===== config.mk =====
export PLATFORM = sky130hd
export DESIGN_NAME = rr_arbiter8
export DESIGN_NICKNAME = d
export VERILOG_FILES = /design/src/rtl/rr_arbiter8.sv
export SDC_FILE = /design/constraint.sdc
export NUM_CORES = 1
export LEC_CHECK = 0
export CORE_AREA = 4 4 83 85
export CTS_BUF_LIST = sky130_fd_sc_hd__clkbuf_8
export DETAILED_ROUTE_END_ITERATION = 12
export DIE_AREA = 0 0 87 89
export GPL_ROUTABILITY_DRIVEN = 0
export GPL_TIMING_DRIVEN = 0
export PLACE_DENSITY = 0.58
export SYNTH_ARGS = -nofsm -noshare
export SYNTH_HDL_FRONTEND = slang
export SYNTH_SLANG_ARGS = --single-unit

===== constraint.sdc =====
create_clock -name clk -period 2.9 [get_ports clk]
set_input_delay 0.29 -clock clk [delete_from_list [all_inputs] [get_ports clk]]
set_output_delay 0.29 -clock clk [all_outputs]
set_load 0.02 [all_outputs]

===== src/rtl/rr_arbiter8.sv =====
// 8-way round-robin arbiter with registered one-hot grant.
// Grant is held until release, or preempted after MAX_HOLD cycles.
module rr_arbiter8 #(
  parameter int MAX_HOLD = 16
) (
  input  logic       clk,
  input  logic       reset,
  input  logic [7:0] req,
  output logic [7:0] grant,
  output logic [2:0] grant_id,
  output logic       grant_valid,
  output logic       any_req
);

  typedef enum logic {
    IDLE,
    GRANT
  } state_e;

  localparam int HW = (MAX_HOLD > 2) ? $clog2(MAX_HOLD) : 1;
  localparam int HL = (MAX_HOLD > 0) ? MAX_HOLD - 1 : 0;
  localparam logic [HW-1:0] HOLD_LAST = HW'(HL);

  state_e          state_q, state_d;
  logic [2:0]      ptr_q, ptr_d;
  logic [2:0]      owner_q, owner_d;
  logic [HW-1:0]   hold_cnt_q, hold_cnt_d;
  logic [7:0]      grant_q, grant_d;
  logic [2:0]      grant_id_q, grant_id_d;
  logic            grant_valid_q, grant_valid_d;

  logic [2:0]      scan_idx;
  logic [2:0]      pick_idx;
  logic            pick_found;
  logic            release_now;
  logic            preempt_now;

  assign any_req = |req;

  // First requester at or after ptr, wrapping around.
  always_comb begin
    pick_found = 1'b0;
    pick_idx   = '0;
    scan_idx   = '0;
    for (int k = 0; k < 8; k++) begin
      scan_idx = ptr_q + 3'(k);
      if (!pick_found && req[scan_idx]) begin
        pick_found = 1'b1;
        pick_idx   = scan_idx;
      end
    end
  end

  // Owner drops its request, or has used its slot while others wait.
  always_comb begin
    release_now = !req[owner_q];
    preempt_now = (MAX_HOLD != 0)
               && (hold_cnt_q == HOLD_LAST)
               && (|(req & ~grant_q));
  end

  // Next-state and next-output selection.
  always_comb begin
    state_d       = state_q;
    ptr_d         = ptr_q;
    owner_d       = owner_q;
    hold_cnt_d    = hold_cnt_q;
    grant_d       = grant_q;
    grant_id_d    = grant_id_q;
    grant_valid_d = grant_valid_q;
    unique case (state_q)
      IDLE: begin
        if (pick_found) begin
          state_d       = GRANT;
          owner_d       = pick_idx;
          grant_d       = 8'b1 << pick_idx;
          grant_id_d    = pick_idx;
          grant_valid_d = 1'b1;
          hold_cnt_d    = '0;
        end
      end
      GRANT: begin
        if (release_now || preempt_now) begin
          state_d       = IDLE;
          ptr_d         = owner_q + 3'd1;
          grant_d       = '0;
          grant_id_d    = '0;
          grant_valid_d = 1'b0;
          hold_cnt_d    = '0;
        end else if (hold_cnt_q != HOLD_LAST) begin
          hold_cnt_d = hold_cnt_q + 1'b1;
        end
      end
      default: state_d = IDLE;
    endcase
  end

  // State and registered outputs.
  always_ff @(posedge clk or posedge reset) begin
    if (reset) begin
      state_q       <= IDLE;
      ptr_q         <= '0;
      owner_q       <= '0;
      hold_cnt_q    <= '0;
      grant_q       <= '0;
      grant_id_q    <= '0;
      grant_valid_q <= 1'b0;
    end else begin
      state_q       <= state_d;
      ptr_q         <= ptr_d;
      owner_q       <= owner_d;
      hold_cnt_q    <= hold_cnt_d;
      grant_q       <= grant_d;
      grant_id_q    <= grant_id_d;
      grant_valid_q <= grant_valid_d;
    end
  end

  assign grant       = grant_q;
  assign grant_id    = grant_id_q;
  assign grant_valid = grant_valid_q;

endmodule


==> flow_summary.yaml, run 1 <==
synthesis:
  syn_area_per_cell_um2: 9.75
  synth_cell_types: 51
  synth_edf_count: 0
  synth_area_mm2: 0.00209
  yosysWarnings: 0
  netlist_instances: 214
  yosysTopAreaCell: "dfrtp_1"
  ys.flop_type: "dfrtp_1"
  synth_area_leaders: "dfrtp_1 (28%), mux4_2 (15%), nand2_1 (5.6%), mux2i_1 (4.3%), o31ai_1 (3.2%)"
  ys_seq_elements: 23
  synthArstFlopShare_pct: 100
  synth.top_cell.area_share_pct: 27.6
  syn_nets: 228
  synth_seq_area_share_pct: 27.6
status:
  failed_checks: "setup timing"
  outcome: "finished with violations"
die:
  dieArea_mm2: 0.00774
  io_pins: 23
  rows: 29
  chipHeight_um: 89
  core_area_mm2: 0.00620
  die_x_um: 87
  start_util_pct: 33.6
grt:
  grt_usage_pct: 17.1
  grt_pass1_vias: 2103
  grt-ovfl-total: 0
  grt_max_degree: 24
  grt_pass1_wl_um: 10400
  grt_antenna_before_repair: 0
detailed_routing:
  drcViolationCount: 0
  drt-initial-drc-count: 65
  vias_per_cell: 5.65
  drt-total-wl_um: 6130
  first_pass_iters: 4
  drtAntennaViolNets: 0
  vias: 1920
  wl_per_cell_um: 18.0
critical_path:
  critPathMaxFanout: 5
  worst_path_most_repeated_cell: "buf_6"
  crit_buf_inv: 5
  critPathSlowestCell: "dfrtp_1"
  start_kind: "register"
  path_class: "reg -> out"
  slowest_delay_ns: 0.37
  end_kind: "output port"
  path_cells: "buf_6 > clkinvlp_4 > ha_4 > buf_8 > mux2_4 > a221oi_4 > a32oi_4 > a211oi_4 > buf_4 > nand3_2 > buf_6"
  path_delay_family: "compound AO/OA/AOI/OAI gates"
  required_ns: 2.61
  arrival_ns: 2.71
finish:
  stdcell_count: 340
  final_cell_mix: "nand2_1 (29), dfrtp_1 (22), clkdlybuf4s50_1 (21)"
  utilization_pct: 46.9
  antenna_cells: 0
  fill_cells: 583
  syn_to_final_growth_pct: 39.4
  nNetsFinal: 278
  final_common_cell: "nand2_1"
  drive_gt1_share_pct: 33.5
timing:
  rsz0062_at_grt: "true"
  period_share_pct: 103
  worst_pin_slew_ns: 0.881
  setup_viol: 10
  timing.setup.tns_ns: -0.387
  fin_crit_ns: 3.00
  layout_setup_ws_ns: -0.0958
  finClkSkew_ns: 0.00467
  maxSlewViolCount: 0
  fmax_mhz: 334
  hold_viol_final: 0
  maxSlewHeadroom_pct: 41.2
  whs_ns: 0.486
clocking:
  clk_latency_ns: 0.26
  clock_path_buffers: 2
  cts_tree: "done"
  clkSinkCount: 23
  htreeDepth: 1
  path_clk_slew_ns: 0.08
  cts_root_buf: "clkbuf_8"
  cts_inserted_buffers: 3
placed_design:
  dp.cells: 313
  io_buffers: 22
  hpwl_um: 4150
min_path:
  hp-class: "reg -> reg"
job:
  cap_violations: 0
==> kinds of logic (layout without fill, tap and decap cells) <==
kind of cell	count (synthesis)	count (layout)	share of synthesized area [%]
AOI/OAI and AO/OA	66	66	24.9
xor gates and xnor gates	5	5	2.10
adders and majority gates	4	4	2.40
buffers and inverters	26	75	5.64
DFF	23	23	27.6
muxes	33	33	24.9
and+or+nand+nor	57	57	12.5
==> layout make-up <==
class	instances	area [um2]	share of cell area (%)
Buffer	9	83.8	2.88
Clock buffer	3	41.3	1.42
Clock inverter	1	3.75	0.129
Inverter	17	75.1	2.58
Multi-Input combinational cell	165	1590	54.7
Sequential cell	23	577	19.8
Tap cell	77	96.3	3.31
Timing Repair Buffer	45	440	15.1
==> synthesized netlist by cell type (5+ instances only) <==
master and count:
a21oi_1 6, a22o_1 6, dfrtp_1 23, inv_1 17, mux2_2 5, mux2i_1 9, mux4_2 14, nand2_1 31
nor2_1 9, o21ai_0 9, o22ai_1 5, o31ai_1 9
==> flip-flops by register name (all words and copies together), names as in the netlist <==
register / flops
state_q: 1
grant_valid: 1
grant_id: 3
ptr_q: 3
hold_cnt_q: 4
owner_q: 3
grant: 8
==> worst paths after layout <==
path	startpoint	endpoint	slack [ns]	cells past startpoint
worst max-delay path	ptr_q[0]$_DFFE_PP0P_	any_req	-0.1	11
worst min-delay path	grant_id[0]$_DFFE_PP0P_	grant_id[0]$_DFFE_PP0P_	0.49	2
worst max register to register	ptr_q[0]$_DFFE_PP0P_	owner_q[1]$_DFFE_PP0P_	-0.05	11
worst min register to register	grant_id[0]$_DFFE_PP0P_	grant_id[0]$_DFFE_PP0P_	0.49	2
max in group asynchronous	reset	ptr_q[1]$_DFFE_PP0P_	1.79	2
min in group asynchronous	reset	grant_id[1]$_DFFE_PP0P_	0.50	2
==> layer usage <==
metal	track usage [%]	up-vias	routed length (um)
met5	0	-	0
met4	7.93	0	99
met3	1.94	8	222
met2	28.6	35	2990
met1	22.1	963	2820
li1	-	914	-
==> worst register-to-register path: cells and delay by family (launching register included) <==
kind            cells  cell delay [ns]
compound gates      5             1.21
mux                 2             0.61
flops               1             0.37
buf+inv             3             0.34
fa+ha+maj           1             0.32
==> stage by stage <==
step | area (um2) | worst slack [ns]
floorplan | 2130 | -0.00974
global placement | 2450 | -0.633
detailed placement | 2450 | -0.641
CTS | 2760 | -0.0671
global route | 2910 | -0.188
finish | 2910 | -0.0958
==> what timing repair did <==
| action | CTS | global route |
|---|---|---|
| hold endpoints to repair | 0 | 0 |
| pin swaps | 14 | 7 |
| endpoints found under the setup margin | 21 | 20 |
| resized for setup | 32 | 25 |
| gates cloned | 1 | 0 |
| hold buffers | 0 | 0 |
| buffers inserted | 16 | 6 |
Power of run 1 is left out: the tool's default activity adds up to more than one toggle a clock period on the data nets, which glitch-free logic cannot reach.
==> run 2, diff against run 1 <==
==> config.mk (replaced) <==
export PLATFORM = sky130hd
export DESIGN_NAME = rr_arbiter8
export DESIGN_NICKNAME = d
export VERILOG_FILES = /design/src/rtl/rr_arbiter8.sv
export SDC_FILE = /design/constraint.sdc
export NUM_CORES = 1
export LEC_CHECK = 0
export CELL_PAD_IN_SITES_DETAIL_PLACEMENT = 1
export CELL_PAD_IN_SITES_GLOBAL_PLACEMENT = 2
export CORE_AREA = 4 4 84 86
export CTS_BUF_LIST = sky130_fd_sc_hd__clkbuf_8
export DETAILED_ROUTE_END_ITERATION = 12
export DIE_AREA = 0 0 88 90
export GPL_ROUTABILITY_DRIVEN = 0
export GPL_TIMING_DRIVEN = 0
export PLACE_DENSITY = 0.81
export SYNTH_ARGS = -nofsm -noshare
export SYNTH_HDL_FRONTEND = slang
export SYNTH_SLANG_ARGS = --single-unit
==> run 2 against run 1 <==
The run still ends with setup timing left; wire length is 17% higher; core utilization up 0.91 points; sequential share of layout area down 0.60 points; maximum frequency decreased by 1.6%; via count up 6.3%; non-clock buffer count rose by 7; flip-flop and latch count unchanged; final cell count increased by 2.1%; critical endpoint is now grant[0]$_DFFE_PP0P_.
==> flow_summary.yaml, run 2 (synthesized netlist as in run 1, its figures left out) <==
timing:
  hold_viol_final: 0
  maxSlewHeadroom_pct: 42.3
  maxSlewViolCount: 0
  layout_setup_ws_ns: -0.144
  period_share_pct: 105
  fin_crit_ns: 3.04
  rsz0062_at_grt: "true"
  finClkSkew_ns: 0.00505
  worst_pin_slew_ns: 0.864
  setup_viol: 13
  fmax_mhz: 329
clocking:
  cts_tree: "done"
  cts_root_buf: "clkbuf_8"
  cts_inserted_buffers: 3
  clk_latency_ns: 0.27
  clock_path_buffers: 2
  hold_buffers: 0
  path_clk_slew_ns: 0.08
  htreeDepth: 1
  clkSinkCount: 23
detailed_routing:
  dr_wl_met3_um: 192
  drcViolationCount: 0
  vias_per_cell: 5.88
  drtAntennaViolNets: 0
  met1_length_um: 3120
  drt-initial-drc-count: 81
  routed.top_layer: "met4"
  routed-wl-met2_um: 3650
  vias: 2040
  first_pass_iters: 4
  wl_per_cell_um: 20.7
  drt-total-wl_um: 7180
critical_path:
  required_ns: 3.08
  path_delay_family: "compound AO/OA/AOI/OAI gates"
  path_class: "reg -> reg"
  start_kind: "register"
  ff2ff_path_depth: 11
  arrival_ns: 3.23
  critPathMaxFanout: 6
  end_kind: "register"
  crit_buf_inv: 3
  slowest_delay_ns: 0.54
  crit_cells: 11
  path_cells: "buf_8 > clkinv_8 > ha_4 > buf_16 > mux2i_2 > mux4_2 > a32oi_2 > o31ai_2 > a311o_2 > a21bo_4 > o31ai_2"
  worst_path_most_repeated_cell: "o31ai_2"
  critPathSlowestCell: "mux4_2"
  r2r_setup_slack_ns: -0.14
finish:
  nNetsFinal: 285
  drive_gt1_share_pct: 37.0
  final_common_cell: "nand2_1"
  utilization_pct: 47.8
  final_cell_mix: "nand2_1 (29), buf_4 (24), dfrtp_1 (22)"
  largest_register_ffs: 8
  final_area_mm2: 0.00300
  antenna_cells: 0
  syn_to_final_growth_pct: 43.8
grt:
  grt-ovfl-total: 0
  grt_pass1_wl_um: 11700
  grt_antenna_before_repair: 0
  grt_max_degree: 24
  grt_pass1_vias: 2208
  grt_usage_pct: 18.6
placed_design:
  hpwl_um: 4760
  io_buffers: 22
  placed_cell_area_mm2: 0.00245
die:
  rows: 29
  die_x_um: 88
  dieArea_mm2: 0.00792
  chipHeight_um: 90
  io_pins: 23
  start_util_pct: 33.2
  core_area_mm2: 0.00628
min_path:
  hp-class: "in -> async"
status:
  outcome: "finished with violations"
  failed_checks: "setup timing"
job:
  cap_violations: 0
-- run 2: through the flow --
stage	instances	setup TNS (ns)	hold slack (ns)	setup slack (ns)
global placement	313	-8.68	0.459	-0.665
global route	347	-3.37	0.541	-0.272
detailed placement	313	-9.35	0.469	-0.677
CTS	339	-0.572	0.494	-0.0842
finish	347	-1.20	0.493	-0.144
floorplan	214	-0.0153	0.292	-0.00974
-- run 2: repair_timing --
action,in CTS,in global routing
gates resized for setup,46,20
setup endpoints to repair,21,20
gates cloned,1,0
pin swaps,18,12
buffers inserted,21,8
-- run 2: path summary, 6_finish.rpt --
| path | from | endpoint |
|---|---|---|
| max | ptr_q[1]$_DFFE_PP0P_ | grant[0]$_DFFE_PP0P_ |
| max reg2reg | ptr_q[1]$_DFFE_PP0P_ | grant[0]$_DFFE_PP0P_ |
| max in group asynchronous | reset | ptr_q[1]$_DFFE_PP0P_ |
| min reg2reg | grant_id[0]$_DFFE_PP0P_ | grant_id[0]$_DFFE_PP0P_ |
| min | reset | hold_cnt_q[1]$_DFFE_PP0P_ |
| min in group clk | grant_id[0]$_DFFE_PP0P_ | grant_id[0]$_DFFE_PP0P_ |
-- run 2: area by class of cell --
cell class | instances | area, um2
plain buffers | 9 | 83.8
clock buffers | 3 | 41.3
clock inverters | 1 | 3.75
fillers | 697 | 3280
inverters | 17 | 80.1
multi-input cells | 165 | 1630
flip-flops and latches | 23 | 577
well taps | 77 | 96.3
repair buffers | 52 | 493
-- run 2: routing by layer --
| metal | vias up | global-route usage (%) |
|---|---|---|
| li1 | 929 | - |
| met1 | 1048 | 25.3 |
| met2 | 44 | 29.9 |
| met3 | 19 | 1.74 |
| met4 | 0 | 7.80 |
| met5 | - | 0 |
Power of run 2 is left out for the same reason.
==> run 3, diff against run 2 <==
--- a/config.mk
+++ b/config.mk
@@ -14,6 +14,8 @@
 export GPL_ROUTABILITY_DRIVEN = 0
 export GPL_TIMING_DRIVEN = 0
 export PLACE_DENSITY = 0.81
+export SLEW_MARGIN = 30
 export SYNTH_ARGS = -nofsm -noshare
 export SYNTH_HDL_FRONTEND = slang
 export SYNTH_SLANG_ARGS = --single-unit
+export TNS_END_PERCENT = 1
==> run 3 against run 2 <==
The flow still finishes with violations (setup timing); sequential share of layout area up 2.1 points; maximum frequency up 1.3%; critical path depth up 1.
==> flow_summary.yaml, run 3 (synthesized netlist as in run 1, its figures left out) <==
critical_path:
  crit_path_start: "ptr_q[0]$_DFFE_PP0P_"
  r2r-end: "grant[1]$_DFFE_PP0P_"
  start_kind: "register"
  end_kind: "register"
  critPathMaxFanout: 10
  r2r_setup_slack_ns: -0.11
  crit_path_end: "grant[1]$_DFFE_PP0P_"
  timing.rr.start: "ptr_q[0]$_DFFE_PP0P_"
  ff2ff_path_depth: 12
  required_ns: 3.08
  path_class: "reg -> reg"
  arrival_ns: 3.18
die:
  die_x_um: 88
  start_util_pct: 33.2
  io_pins: 23
  dieArea_mm2: 0.00792
  rows: 29
  chipHeight_um: 90
  core_area_mm2: 0.00628
grt:
  grt_max_degree: 24
  grt_pass1_wl_um: 10800
  grt_antenna_before_repair: 0
  grt-ovfl-total: 0
  grt_usage_pct: 17.0
  grt_pass1_vias: 2041
finish:
  nNetsFinal: 265
  fill_cells: 721
  final_cell_mix: "nand2_1 (31), dfrtp_1 (22), clkdlybuf4s50_1 (21)"
  antenna_cells: 0
  final_common_cell: "nand2_1"
  multiInputGateArea_mm2: 0.00153
  final_area_mm2: 0.00270
  regArea_um2: 577
  largest_register_ffs: 8
  syn_to_final_growth_pct: 29.6
  drive_gt1_share_pct: 27.2
timing:
  finClkSkew_ns: 0.00385
  hold_viol_final: 0
  timing.setup.tns_ns: -0.916
  fin_crit_ns: 3.01
  rsz0062_at_grt: "true"
  period_share_pct: 104
  worst_pin_slew_ns: 0.865
  fmax_mhz: 333
  layout_setup_ws_ns: -0.105
  maxSlewHeadroom_pct: 42.3
  maxSlewViolCount: 0
  setup_viol: 14
clocking:
  cts_inserted_buffers: 3
  clkSinkCount: 23
  clk_latency_ns: 0.27
  clock_path_buffers: 2
  cts_root_buf: "clkbuf_8"
  htreeDepth: 1
  path_clk_slew_ns: 0.07
  cts_tree: "done"
detailed_routing:
  drtAntennaViolNets: 0
  wl_per_cell_um: 19.4
  met1_length_um: 2780
  routed-wl-met2_um: 3170
  vias_per_cell: 5.89
  drt-total-wl_um: 6330
  first_pass_iters: 4
  drcViolationCount: 0
  routed.top_layer: "met4"
  vias: 1927
  dr_wl_met3_um: 269
  drt-initial-drc-count: 105
placed_design:
  io_buffers: 22
  hpwl_um: 4620
  placed_cell_area_mm2: 0.00245
status:
  failed_checks: "setup timing"
  outcome: "finished with violations"
min_path:
  hp-class: "reg -> reg"
job:
  cap_violations: 0
run 3: changes by cell type in the layout (fill, tap and decap cells not counted), moves of 3 or more:
cell / before / now
buf_4: 24 / 10
buf_6: 9 / 4
o31ai_1: 3 / 7
o31ai_2: 5 / 2
run 3: how the worst min path moves through the flow:
| stage | cells past startpoint | to | from | slack [ns] |
|---|---|---|---|---|
| floorplan | 1 | grant[0]$_DFFE_PP0P_ | reset | 0.29 |
| global placement | 1 | grant_valid$_DFFE_PP0P_ | grant_valid$_DFFE_PP0P_ | 0.46 |
| detailed placement | 2 | grant_id[0]$_DFFE_PP0P_ | grant_id[0]$_DFFE_PP0P_ | 0.47 |
| CTS | 2 | grant_id[0]$_DFFE_PP0P_ | grant_id[0]$_DFFE_PP0P_ | 0.49 |
| global route | 1 | grant_valid$_DFFE_PP0P_ | grant_valid$_DFFE_PP0P_ | 0.52 |
| finish | 1 | grant_valid$_DFFE_PP0P_ | grant_valid$_DFFE_PP0P_ | 0.49 |
run 3: cell type report:
cell class / instances / share of cell area, %
Buffer: 9 / 3.29
Tap cell: 77 / 3.56
Multi-Input combinational cell: 165 / 56.7
Clock buffer: 3 / 1.53
Sequential cell: 23 / 21.3
Clock inverter: 1 / 0.139
Timing Repair Buffer: 32 / 10.9
Inverter: 17 / 2.59
run 3: repair_timing:
item / 4_1_cts / 5_1_grt
setup endpoints to repair: 21 / 20
pin swaps: 10 / 2
setup buffers: 10 / 0
hold buffers: 0 / 0
resized for setup: 23 / 10
run 3: metal layers:
layer  up-vias  global-route usage [%]
met5         -                       0
met4         0                    5.12
met3         9                    1.37
met2        42                    27.1
met1       989                    24.4
li1        887                       -
run 3: through the flow:
step / util, % / worst slack [ns] / instances / hold WS, ns
floorplan: - / -0.00974 / 214 / 0.292
global placement: 39.0 / -0.687 / 313 / 0.458
detailed placement: 39.0 / -0.691 / 313 / 0.469
CTS: 42.2 / -0.120 / 327 / 0.492
global route: 43.1 / -0.293 / 327 / 0.522
finish: 43.1 / -0.105 / 327 / 0.493
run 3: worst max-delay path, stage by stage, from the launching register on:
cell and delay (ns):
dfrtp_1 0.37, buf_6 0.12, clkinvlp_4 0.11, ha_4 0.30
buf_12 0.14, mux2_4 0.34, a221oi_4 0.32, a32oi_4 0.18
a211oi_4 0.25, buf_6 0.18, a221o_1 0.21, nand3_2 0.15
o31ai_1 0.25
Power of run 3 is left out for the same reason.
